===== src/rtl/cal_sample.sv =====
// rtl/cal_sample.sv - per-channel offset/gain calibration of a sample frame
// One frame per sample_clk edge; channels share one multiplier in a 2-stage pipeline.
module cal_sample #(
   parameter int W              = 16,
   parameter int N_CH           = 4,
   parameter int GF             = 14,
   parameter int OFFSET_DEFAULT = 3500,
   localparam int AW            = (N_CH > 1) ? $clog2(N_CH) : 1
) (
   input  logic                clk,
   input  logic                rst_n,
   input  logic                sample_clk,
   input  logic [N_CH*W-1:0]   sample_in,
   input  logic                bypass,
   input  logic                cal_we,
   input  logic                cal_sel,
   input  logic [AW-1:0]       cal_addr,
   input  logic [W-1:0]        cal_data,
   output logic [N_CH*W-1:0]   sample_out,
   output logic                out_valid,
   output logic                busy,
   output logic [7:0]          overrun_cnt
);

   localparam int CW = $clog2(N_CH + 1);
   localparam logic signed [2*W:0] MAXV = {{(W+2){1'b0}}, {(W-1){1'b1}}};
   localparam logic signed [2*W:0] MINV = {{(W+2){1'b1}}, {(W-1){1'b0}}};

   typedef enum logic [1:0] {IDLE, CALC, COMMIT} state_t;
   state_t state, state_nxt;

   logic s1, s2, s3;
   logic evt, accept, issue, last;
   logic signed [W-1:0] snap     [N_CH];
   logic signed [W-1:0] off_sh   [N_CH];
   logic signed [W-1:0] gain_sh  [N_CH];
   logic signed [W-1:0] off_act  [N_CH];
   logic signed [W-1:0] gain_act [N_CH];
   logic signed [W-1:0] res      [N_CH];
   logic                byp_q;
   logic [CW-1:0]       idx;
   logic [AW-1:0]       issue_ch;
   logic                v1;
   logic [AW-1:0]       ch1;
   logic signed [W:0]   diff;
   logic signed [2*W:0] prod, shifted;
   logic signed [W-1:0] result_c;

   assign evt       = s2 & ~s3;
   assign busy      = (state != IDLE);
   assign out_valid = (state == COMMIT);
   assign accept    = evt && (state == IDLE);
   assign issue     = (state == CALC) && (32'(idx) < N_CH);
   assign issue_ch  = idx[AW-1:0];
   assign last      = v1 && (32'(ch1) == N_CH - 1);

   always_ff @(posedge clk or negedge rst_n) begin
      if (!rst_n)
         state <= IDLE;
      else
         state <= state_nxt;
   end

   always_comb begin
      state_nxt = state;
      case (state)
         IDLE:    if (evt) state_nxt = CALC;
         CALC:    if (last) state_nxt = COMMIT;
         COMMIT:  state_nxt = IDLE;
         default: state_nxt = IDLE;
      endcase
   end

   // Stage 2: floor shift (arithmetic) then clamp to the W-bit range
   always_comb begin
      prod     = diff * gain_act[ch1];
      shifted  = prod >>> GF;
      result_c = shifted[W-1:0];
      if (shifted > MAXV)
         result_c = MAXV[W-1:0];
      else if (shifted < MINV)
         result_c = MINV[W-1:0];
      if (byp_q)
         result_c = snap[ch1];
   end

   always_ff @(posedge clk or negedge rst_n) begin
      if (!rst_n) begin
         s1          <= 1'b0;
         s2          <= 1'b0;
         s3          <= 1'b0;
         overrun_cnt <= 8'd0;
         sample_out  <= '0;
         byp_q       <= 1'b0;
         idx         <= '0;
         v1          <= 1'b0;
         ch1         <= '0;
         diff        <= '0;
         for (int c = 0; c < N_CH; c++) begin
            snap[c]     <= '0;
            res[c]      <= '0;
            off_sh[c]   <= W'(OFFSET_DEFAULT);
            off_act[c]  <= W'(OFFSET_DEFAULT);
            gain_sh[c]  <= W'(1 << GF);
            gain_act[c] <= W'(1 << GF);
         end
      end else begin
         s1 <= sample_clk;
         s2 <= s1;
         s3 <= s2;

         if (cal_we && (32'(cal_addr) < N_CH)) begin
            if (cal_sel)
               gain_sh[cal_addr] <= cal_data;
            else
               off_sh[cal_addr] <= cal_data;
         end

         if (evt && busy && (overrun_cnt != 8'hFF))
            overrun_cnt <= overrun_cnt + 8'd1;

         // Active set takes the shadow value seen before any write in this same cycle
         if (accept) begin
            for (int c = 0; c < N_CH; c++)
               snap[c] <= sample_in[c*W +: W];
            off_act  <= off_sh;
            gain_act <= gain_sh;
            byp_q    <= bypass;
            idx      <= '0;
         end

         v1 <= issue;
         if (issue) begin
            diff <= (W+1)'(snap[issue_ch]) - (W+1)'(off_act[issue_ch]);
            ch1  <= issue_ch;
            idx  <= idx + 1'b1;
         end

         if (v1)
            res[ch1] <= result_c;

         if (last) begin
            for (int c = 0; c < N_CH - 1; c++)
               sample_out[c*W +: W] <= res[c];
            sample_out[(N_CH-1)*W +: W] <= result_c;
         end
      end
   end

endmodule


===== config.mk =====
export PLATFORM = sky130hd
export DESIGN_NAME = cal_sample
export DESIGN_NICKNAME = d
export VERILOG_FILES = /design/src/rtl/cal_sample.sv
export SDC_FILE = /design/constraint.sdc
export NUM_CORES = 2
export LEC_CHECK = 0
export ABC_AREA = 1
export BUFFER_PORTS_ARGS = -buffer_cell sky130_fd_sc_hd__buf_2
export CORE_UTILIZATION = 56
export DETAILED_ROUTE_END_ITERATION = 8
export PLACE_DENSITY = 0.74
export SYNTH_ARGS = -nofsm -noshare
export SYNTH_HDL_FRONTEND = slang
export SYNTH_SLANG_ARGS = --single-unit

===== constraint.sdc =====
create_clock -name clk -period 13.8 [get_ports clk]
set_input_delay 0.69 -clock clk [delete_from_list [all_inputs] [get_ports clk]]
set_output_delay 0.69 -clock clk [all_outputs]
set_load 0.05 [all_outputs]

==> out/qor.yml <==
crit_type: "reg -> reg"
slew_headroom_pct: 20.2
synth_area_leaders: "dfrtp_1 33%, fa_1 18%, nand2_1 15%"
cts_hold_buf: 0
fill_cells: 4444
clockBufferDepth: 3
synth_edf_count: 0
place_congestion: 0.974
max_freq_ghz: 0.108
dr.first_iter.drc_count: 2300
ys_warn_count: 0
synth_cell_types: 53
syn_nets: 4007
grt_max_degree: 182
setup_ws_ps: 4560
dieArea_um2: 55000
first_pass_iters: 6
synth_compound_area_share_pct: 8.23
tightest_slew_ps: 1200
synth_xor_area_share_pct: 1.21
hold_viol_final: 0
antenna_found_initial: 0
clk_latency_ps: 620
worst_clock_skew_ps: 58.4
dp_hpwl_um: 56500
cts.sink_count: 469
drcViolationCount: 0
yosysMostFrequentCell: "nand2_1"
status: "finished, final reports clean"
rr_endpoint: "res[36]$_DFFE_PN0P_"
grtUsageTotal_pct: 29.7
synthAdderAreaFrac_pct: 22.3
grt_pass1_wl_um: 126000
io_buffers: 161
first_global_vias: 23500
cts_buffers: 50
synthCells: 3544
drive_gt1_share_pct: 10.9
area_delta_synth_final_pct: 9.91
ys_ff_latch: 469
synth_ff_type: "dfrtp_1"
rows: 84
grt_overflow: 0
rsz0062_at_grt: "false"
ctsResizeCount: 0
crit_arrival_ps: 9690
cp-start-kind: "flop"
yosys.area.top_type: "dfrtp_1"
synth_top_family_by_area: "adder cells"
io_pins: 162
slew_viol_final: 0
yosysSeqAreaShare_pct: 39.0
synthTopCellsByCount: "1206 x nand2_1, 452 x inv_1, 405 x dfrtp_1"
cts_tree: "yes"
ant_nets: 0
start_util_pct: 57.2
h-tree-depth: 2
setup.worst_path.end_class: "flop"
pre_cts_ws_ps: 4210
synth_area_um2: 30300
detail_route.wirelength_um: 79300
async_reset_ff_share_pct: 100
reg2reg_depth: 30
die_w_um: 235
ff2ff_setup_slack_ps: 4560
r2r-start: "ch1[0]$_DFFE_PN0P_"
avgSynthCellArea_um2: 8.55
synth_top_area_share_pct: 33.5
cap_violations: 0
holdCritPathClass: "in -> async"
crit_top_cell: "fa_1"
cp_max_fo: 21
wire_per_inst_um: 18.2
postCtsSetupBuffers: 0
layout_worst_path_cycle_share_pct: 67.0
setup_viol_count_final: 0
viasPerCell: 5.45
root_buffer: "clkbuf_16"
slowest_stage: "a221oi_2"
cpPeakStageDelay_ps: 860
period_needed_ps: 9240
clkTransAtPathRegs_ps: 70
synth_mux_area_share_pct: 0
via_count: 23700
n_antenna_cell: 0
nets: 4081
coreArea_um2: 53000
synth-simple-area-share_pct: 21.2
finalSetupTns_ps: 0
die_h_um: 235
cp.required_ps: 14250
## cell type report
| class | instances | area (µm²) | share of cell area, % |
|---|---|---|---|
| clock inverters | 26 | 357 | 1.07 |
| flip-flops and latches | 469 | 11800 | 35.5 |
| multi-input cells | 2443 | 16100 | 48.3 |
| inverters | 471 | 1770 | 5.32 |
| well taps | 688 | 861 | 2.59 |
| clock buffers | 66 | 1390 | 4.18 |
| repair buffers | 183 | 1000 | 3.01 |
## flip-flops by register name, summed over array words and instances (netlist names), 2 cells and up
name,flops
snap,64
state,2
idx,3
ch1,2
off_sh,64
overrun_cnt,8
gain_act,64
gain_sh,64
diff,17
off_act,64
res,48
sample_out,64
## cell usage in the layout (no fill, tap or decap), types with 12 or more instances in the layout
master and n:
a21oi_1 63, a32o_1 14, nand3_1 92, clkinv_1 12, clkbuf_16 50, dfrtp_1 404
dfstp_2 64, xnor2_1 23, inv_1 452, fa_1 276, nand2_1 1205, nand2_2 25
o22ai_1 27, ha_1 99, o21ai_0 238, nand2_4 13, xor2_1 19, buf_2 160
buf_4 19, nor2_1 219, a22oi_1 36
## critical path: cells and delay by family, from the launching register on
kind | cells | cell delay [ps]
AOI/OAI and AO/OA | 3 | 1410
adders and majority gates | 7 | 3360
buffers and inverters | 6 | 1320
DFF | 1 | 550
and+or+nand+nor | 14 | 2380
## logic make-up after synthesis
group           count (synthesis)
fa+ha+maj                     375
buf+inv                       632
simple gates                 1597
flops                         469
xor+xnor                       42
compound gates                429
## per-stage QoR
step,instances,hold WS [ps],util (%),instance area [µm²]
detailed placement,4253,335,59.6,31500
global route,4346,175,62.9,33300
floorplan,3544,331,-,30300
global placement,4253,335,59.6,31500
CTS,4345,157,62.9,33300
finish,4346,120,62.9,33300
## metal layers
layer	share of wire (%)	wire length, µm	global-route usage (%)	vias up
met2	47	37400	48.0	890
met3	6.5	5170	3.84	162
met1	43	34000	41.2	11600
met5	0	0	0	-
li1	-	-	-	11100
met4	3.5	2740	10.9	0
## worst max-delay path by stage
stage | start | to | slack (ps)
4_1_cts | ch1[0]$_DFFE_PN0P_ | res[50]$_DFFE_PN0P_ | 4160
3_3_place_gp | ch1[0]$_DFFE_PN0P_ | res[32]$_DFFE_PN0P_ | 4390
3_5_place_dp | ch1[0]$_DFFE_PN0P_ | sample_out[48]$_DFFE_PN0P_ | 4210
2_1_floorplan | ch1[1]$_DFFE_PN0P_ | res[21]$_DFFE_PN0P_ | 6710
6_report | ch1[0]$_DFFE_PN0P_ | res[36]$_DFFE_PN0P_ | 4560
5_1_grt | ch1[0]$_DFFE_PN0P_ | sample_out[50]$_DFFE_PN0P_ | 4010
Power is not shown: default switching activity piles up to over one toggle a cycle in this logic, so the estimate is an artifact.
